==> config.mk <==
export PLATFORM = sky130hd
export DESIGN_NAME = auto_player
export DESIGN_NICKNAME = d
export VERILOG_FILES = /design/src/rtl/game_pkg.sv /design/src/rtl/reaction_timer.sv /design/src/rtl/auto_player.sv
export SDC_FILE = /design/constraint.sdc
export NUM_CORES = 1
export LEC_CHECK = 0
export ABC_AREA = 1
export CORE_MARGIN = 2
export CORE_UTILIZATION = 30
export CTS_CLUSTER_DIAMETER = 30
export DETAILED_ROUTE_END_ITERATION = 8
export SETUP_SLACK_MARGIN = 0.02
export SYNTH_ARGS = -nofsm -noshare
export SYNTH_HDL_FRONTEND = slang
export SYNTH_SLANG_ARGS = --single-unit
==> constraint.sdc <==
create_clock -name clk -period 3.9 [get_ports clk]
set_input_delay 0.585 -clock clk [delete_from_list [all_inputs] [get_ports clk]]
set_output_delay 0.585 -clock clk [all_outputs]
set_load 0.02 [all_outputs]
==> src/rtl/game_pkg.sv <==
// Shared types and constants for the LED-and-button game.
// Used by the score path and the autoplay responder.
package game_pkg;

    typedef enum logic [2:0] {
        IDLE,
        WAIT_LED,
        DELAY,
        PRESS,
        RELEASE
    } state_t;

    localparam int NUM_LEDS  = 3;
    localparam int SCORE_MAX = 99;

    function automatic logic is_onehot(input logic [NUM_LEDS-1:0] v);
        return $onehot(v);
    endfunction

endpackage

==> src/rtl/reaction_timer.sv <==
// Counts 100 ms ticks up to the captured reaction delay.
// Holds at the target value instead of wrapping.
module reaction_timer
    import game_pkg::*;
#(
    parameter int DELAY_W = 4
) (
    input  logic               clk,
    input  logic               rst,
    input  logic               clear,
    input  logic               tick,
    input  logic [DELAY_W-1:0] dly,
    output logic               done
);

    logic [DELAY_W-1:0] cnt;

    assign done = (cnt == dly);

    always_ff @(posedge clk) begin
        if (rst || clear) begin
            cnt <= '0;
        end else if (tick && !done) begin
            cnt <= cnt + 1'b1;
        end
    end

endmodule

==> src/rtl/auto_player.sv <==
// Autoplay responder: watches the game LEDs and presses the
// matching button after a tick-counted reaction delay.
module auto_player
    import game_pkg::*;
#(
    parameter int DELAY_W = 4,
    parameter int HIT_MAX = SCORE_MAX
) (
    input  logic                clk,
    input  logic                rst,
    input  logic                enable,
    input  logic                tick,
    input  logic [DELAY_W-1:0]  delay,
    input  logic [NUM_LEDS-1:0] led,
    output logic                bOut1,
    output logic                bOut2,
    output logic                bOut3,
    output logic [6:0]          hits,
    output logic                busy
);

    state_t              state;
    logic [NUM_LEDS-1:0] target;
    logic [DELAY_W-1:0]  dly;
    logic                done;
    logic                clear;

    // Counter only runs while in DELAY, so it is always zero on entry.
    assign clear = !enable || (state != DELAY);
    assign busy  = (state == DELAY) || (state == PRESS);

    reaction_timer #(
        .DELAY_W(DELAY_W)
    ) u_timer (
        .clk  (clk),
        .rst  (rst),
        .clear(clear),
        .tick (tick),
        .dly  (dly),
        .done (done)
    );

    always_ff @(posedge clk) begin
        if (rst) begin
            state  <= IDLE;
            target <= '0;
            dly    <= '0;
            hits   <= '0;
            bOut1  <= 1'b0;
            bOut2  <= 1'b0;
            bOut3  <= 1'b0;
        end else begin
            {bOut3, bOut2, bOut1} <= '0;
            // The pulse was already issued on PRESS entry, so count it
            // even if enable drops during PRESS.
            if (state == PRESS && hits < 7'(HIT_MAX)) begin
                hits <= hits + 7'd1;
            end
            if (!enable) begin
                state  <= IDLE;
                target <= '0;
            end else begin
                unique case (state)
                    IDLE: state <= WAIT_LED;
                    WAIT_LED: begin
                        if (is_onehot(led)) begin
                            target <= led;
                            dly    <= delay;
                            state  <= DELAY;
                        end
                    end
                    DELAY: begin
                        if (led != target) begin
                            state <= WAIT_LED;
                        end else if (done) begin
                            state <= PRESS;
                            {bOut3, bOut2, bOut1} <= target;
                        end
                    end
                    PRESS: state <= RELEASE;
                    RELEASE: begin
                        if (led != target) begin
                            state <= WAIT_LED;
                        end
                    end
                    default: state <= IDLE;
                endcase
            end
        end
    end

endmodule
# After elaboration in Yosys (flattened, before gate mapping)

Index checks and enable logic that the tools add are counted.

Register bits after elaboration: 24
Input bits: 11
Output and inout port bits: 11
Logic and storage cells: 45

$add $sub $neg: 4
$lt $le $gt $ge: 1
Eq/ne operators: 11
Muxes and demuxes: 5
Bitwise logic cells: 3
Reduce and logical (&&, ||, !) cells: 13

Operators by type and width:

| cell                                                             | number |
|---|---|
| 3-bit case mux with 5 select lines                               | 1 |
| 3-bit two-way mux                                                | 4 |
| 7-bit by 1-bit adder with 7-bit output (second input constant)   | 1 |
| 7-bit < comparator (second input constant)                       | 1 |
| 3-bit by 2-bit == test with 1-bit output (second input constant) | 2 |
| 3-bit AND reduction                                              | 2 |
| 5-bit OR reduction                                               | 1 |
| 4-bit by 1-bit adder with 4-bit output (second input constant)   | 1 |
| 4-bit == test                                                    | 1 |
| 2-bit != test (second input constant)                            | 2 |
| 3-bit by 1-bit == test with 1-bit output (second input constant) | 1 |
| 3-bit == test (second input constant)                            | 1 |
| 3-bit zero test                                                  | 1 |
| 1-bit logical OR                                                 | 3 |
| 3-bit by 1-bit != test with 1-bit output (second input constant) | 1 |
| 3-bit by 2-bit != test with 1-bit output (second input constant) | 1 |
| 3-bit != test                                                    | 1 |
| 1-bit inverter                                                   | 3 |
| 1-bit by 1-bit adder with 2-bit output                           | 1 |
| 2-bit by 1-bit adder with 2-bit output                           | 1 |
| 2-bit by 1-bit == test with 1-bit output (second input constant) | 1 |
| 1-bit logical AND                                                | 2 |
| 1-bit zero test                                                  | 2 |
| 2-bit AND reduction                                              | 1 |
| 2-bit OR reduction                                               | 1 |

# Logic depth before layout (Yosys ltp)

Depth after elaboration: 5
Depth in mapped cells: 11
Gate-level depth less buffers: 11

# Modules after synthesis

From an unflattened synthesis, not the netlist that was laid out.

Cell total of the unflattened synthesis: 190
Area total of the unflattened synthesis: 1297.5 sq um

Modules (own cells, without submodules):

| module         | instances | cells an instance | area each (sq um) | sequential area each (sq um) |
|---|---|---|---|---|
| auto_player    | 1         | 138               | 984.7             | 400.4 |
| reaction_timer | 1         | 52                | 312.8             | 80.1 |

# Worst setup path after synthesis

Ideal clock, no wire load.

Kind: input -> register
Start: input led[0]
End: register state[1]
Setup time: 0.116 ns
Arrival time: 1.710 ns
Data required time: 3.784 ns
Setup slack: 2.074 ns
Stages on the path: 9
Path buffers: 0
Cell sequence: inv_1 fa_1 nor2_1 inv_1 nand2_1 nand2_1 inv_1 a21boi_0 nor2_1

Longest elaborated chain between the ends: 5
Elaborated cells on any way between the ends: 10
Those cells by class: add/sub (2); eq/ne (5); mux (2); reduce/logical (1)

Ends and longest elaborated chain:

| what                                                         | RTL line          | text |
|---|---|---|
| start, declared                                              | auto_player.sv:14 | `input logic [NUM_LEDS-1:0] led,` |
| 1-bit by 1-bit adder with 2-bit output (implied by the code) | game_pkg.sv:17    | `return $onehot(v);` |
| 2-bit by 1-bit adder with 2-bit output (implied by the code) | game_pkg.sv:17    |  |
| 2-bit by 1-bit == test with 1-bit output                     | game_pkg.sv:17    |  |
| 2-bit != test (no source line)                               | -                 |  |
| 3-bit AND reduction (no source line)                         | -                 |  |
| end signal, assigned                                         | auto_player.sv:45 | `state <= IDLE;` |
| end signal, assigned                                         | auto_player.sv:60 | `state <= IDLE;` |
| end signal, assigned                                         | auto_player.sv:64 | `IDLE: state <= WAIT_LED;` |
| end, declared                                                | auto_player.sv:22 | `state_t state;` |

Several ways; a longest one is shown, not always the timed one.
A chain may end at the register's enable or synchronous reset.

# Final worst setup path

Start: input led[0]
End: register dly[0]

Longest elaborated chain between the ends: 4

Ends and longest elaborated chain:

| what                                                         | RTL line          | text |
|---|---|---|
| 1-bit by 1-bit adder with 2-bit output (implied by the code) | game_pkg.sv:17    |  |
| 2-bit by 1-bit adder with 2-bit output (implied by the code) | game_pkg.sv:17    |  |
| 2-bit by 1-bit == test with 1-bit output                     | game_pkg.sv:17    |  |
| 3-bit AND reduction (no source line)                         | -                 |  |
| end signal, assigned                                         | auto_player.sv:68 | `dly <= delay;` |
| end, declared                                                | auto_player.sv:24 | `logic [DELAY_W-1:0] dly;` |

No other way between the ends.

==> flow_results.org <==
** Hold path
- The startpoint identified for the worst hold timing path is dly[2].
- Path category of the worst min-delay check :: reg -> reg

** Floorplan
- Area enclosed by the die boundary :: 4780 um^2
- For this design the top-level I/O count stands at 22.
- For this configuration, the core starts out at a cell density of 0.314.
- In this run the vertical extent of the chip is 69.2 um.
- The floorplan step defined a core boundary enclosing 4060 um^2.
- Number of rows in the core area :: 23
- Measured along the x axis, the die boundary spans 69.2 um.

** Detailed routing
- Count of TritonRoute iterations in the first routing pass :: 4
- Number of routed nets with antenna violations :: 0
- Number of remaining DRC errors :: 0
- In this run, the number of DRC markers left after iteration 0 of detailed routing was 47.
- Aggregate routed wire length :: 2.43 mm
- Via-per-instance ratio :: 4.21
- The routed layout has 1091 vias.
- Per-cell routed wire length :: 9.39 um

** Clock network
- Reg clk slew, reported paths :: 0.09 ns
- Clock tree buffer depth :: 2
- CTS sink count :: 24
- In this run, post-CTS hold repair placed 0 buffers.
- Latest clock arrival within the worst-skew pair :: 0.26 ns
- In this run the clock root is driven by a clkbuf_8.
- Post-CTS resize count :: 0
- Number of buffers added by the clock tree synthesis step :: 3
- Setup Fix Bufs, Post-CTS :: 0
- CTS tree :: built
- H-tree levels :: 1

** Synth
- Largest family of logic cells by synthesized area :: simple AND/OR/NAND/NOR gates
- Synthesized netlist net count :: 198
- Synth unique cells :: 27
- Netlist area before placement :: 1270 um^2
- Share of synthesized area occupied by flip-flops and latches :: 0.377
- Of the total synthesized cell area, the portion taken by XOR and XNOR cells is 0.0206.
- Of the post-synthesis cell area, the dominant cell type holds 0.377.
- Number of synthesized register bits :: 24
- Number of enable-type register cells in the synthesized netlist :: 0
- Synthesized-area fraction occupied by adder cells :: 0.0354
- Measured against the total synthesized area, the mux share comes to 0.
- Synthesis produced a netlist whose cell count is 184.
- In this run the mean area of a mapped cell was 6.92 um^2.
- Compound-Gate Fraction of Synth Area :: 0.129
- Of the total synthesized cell area, the portion taken by AND, OR, NAND and NOR gates is 0.331.
- Of all flip-flops after synthesis, the portion carrying an async set or reset was 0.
- Top cells by area in the synthesized netlist :: dfxtp_1 38%, nand2_1 14%, inv_1 8.5%, a21oi_1 5.9%, nor2_1 4.7%
- Summed over all instances, the cell type with the most area after synthesis is dfxtp_1.
- The most used flip-flop cell after synthesis is dfxtp_1.
- Synth warn :: 0

** STA
- After layout, the worst setup slack is 1.75 ns.
- Max transition margin :: 0.830
- Post-layout min period :: 2.15 ns
- Actual slew at the worst max-slew pin :: 0.255 ns
- Final setup TNS :: 0 ns
- Final critical-path share of the clock period :: 0.551
- Final worst clock skew :: 0.00669 ns
- Upper clock frequency limit :: 465 MHz
- Setup violations remaining at the end of the flow were counted as 0.
- Setup repair after global routing left no endpoint under its margin.
- Final worst hold slack :: 0.473 ns
- The final-report max-slew violation count was 0.
- Hold Vio Cnt, Final :: 0

** Setup path
- Worst Setup SP :: led[0]
- Crit end category :: flop
- Required time worst endpoint :: 4.06 ns
- At the worst endpoint, the arrival time is 2.31 ns.
- By startpoint and endpoint, the worst setup path is classified as in -> reg.
- STA classifies the critical path startpoint as an input pin.
- Reg-to-reg critical path startpoint :: u_timer.cnt[0]
- Top fanout value on the critical path :: 8

** Global route
- Maximum number of pins on one net before global-route repair :: 15
- The via count of the first global-routing pass came to 1045.
- The number of antenna violations at the first check in global routing is 0.
- After global routing the overflow that remains totals 0.
- The first global-routing pass estimated 4.46 mm of wire.
- Across every metal layer, demand over resource in global routing totals 0.109.

** Power and ir drop
- In this run the static leakage power is 0.672 nW.
- The share of total power dissipated in the clock network is 0.421.
- Cell internal pwr :: 0.406 mW
- Switching power summed over all nets :: 0.112 mW
- Of the total power, the share spent switching nets is 0.216.
- Proportion of power drawn by combinational gates :: 0.095
- The share of total power dissipated in sequential elements is 0.484.
- Pwr Total :: 0.518 mW
- Pwr per Cell Area :: 320 nW/um^2
- IR Drop Worst-Case VDD :: 0.109 mV

** Layout
- The repair_antennas step left the layout with diodes totalling 0.
- Growth of design area from synthesis to finish :: 27.0%
- Nets@finish :: 224
- The finished layout holds 259 standard cells, fillers aside.
- Of the cells placed in the final design, the portion with a size suffix greater than 1 is 0.110.
- Most frequent cells in the layout :: 49 x nand2_1, 29 x inv_1, 24 x dfxtp_1, 21 x clkdlybuf4s50_1, 16 x nor2_1
- Most common cell after layout, fill and taps aside :: nand2_1

** Flow run
- Max-cap viol count :: 0

** Place
- During placement, the flow inserted port buffers numbering 21.
- HPWL after DPL :: 1.95 mm
- Number of placed cells counting well taps :: 255
- OpenSTA, run right after detailed placement, puts the worst setup slack at 1.45 ns.
- The congestion estimate from routability-driven global placement came to 0.785.

** Outcome
- Status :: complete, no violations
-- stage by stage --
stage | util | instance area, um^2
CTS | 0.399 | 1620
finish | 0.399 | 1620
detailed placement | 0.381 | 1550
floorplan | - | 1270
global placement | 0.381 | 1550
global route | 0.399 | 1620
-- kinds of logic (layout without fill, tap and decap cells) --
| kind of cell | after synthesis | count (layout) |
|---|---|---|
| flops | 24 | 24 |
| buf+inv | 35 | 60 |
| xor+xnor | 3 | 3 |
| compound gates | 31 | 31 |
| simple gates | 88 | 88 |
| fa+ha+maj | 3 | 3 |
-- critical path, stage by stage --
cell and delay [ns]:
clkdlybuf4s50_1 0.50, inv_1 0.10, fa_1 0.47, nor2_1 0.11, inv_1 0.10, nor2_8 0.18
nand2_4 0.10, o21ai_1 0.13, a21oi_1 0.05
-- synthesized netlist by cell type (all sizes together) (2+ instances only) --
cell / instances
ha: 2
inv: 34
a21oi: 16
nand2: 52
nor3: 6
xor2: 2
nand3: 7
dfxtp: 24
nor2: 21
o21ai: 13
-- routing by layer --
layer,global-route usage,share of wire
met2,0.183,0.45
met3,0.0146,0.019
met1,0.149,0.53
met4,0.0261,0.0078
met5,0,0
-- area by class of cell --
type	count	area (um^2)
Fill cell	428	2440
Multi-Input combinational cell	125	657
Sequential cell	24	480
Timing Repair Buffer	21	210
Inverter	35	136
Tap cell	50	62.6
Clock buffer	3	41.3
Clock inverter	1	30.0
-- worst paths after layout --
| kind | endpoint | slack (ns) | cells past startpoint |
|---|---|---|---|
| worst min-delay path | dly[2] | 0.47 | 2 |
| worst max-delay path | dly[0] | 1.75 | 9 |
| worst min register to register | dly[2] | 0.47 | 2 |
| worst max register to register | state[1] | 2.63 | 8 |
-- sequential cells by signal, summed over array words and instances, names as in the netlist --
| register | count |
|---|---|
| state | 3 |
| target | 3 |
| hits | 7 |
| bOut3 | 1 |
| dly | 4 |
| bOut2 | 1 |
| u_timer.cnt | 4 |
| bOut1 | 1 |
-- power groups by stage --
stage | logic [mW] | registers (mW) | clock network (mW)
5_1_grt | 0.0563 | 0.251 | 0.234
3_5_place_dp | 0.0497 | 0.256 | 0
2_1_floorplan | 0.0301 | 0.256 | 0
6_report | 0.0492 | 0.251 | 0.218
3_3_place_gp | 0.0497 | 0.256 | 0
4_1_cts | 0.0499 | 0.251 | 0.226
Note: power is estimated with default switching activity, not from simulation.
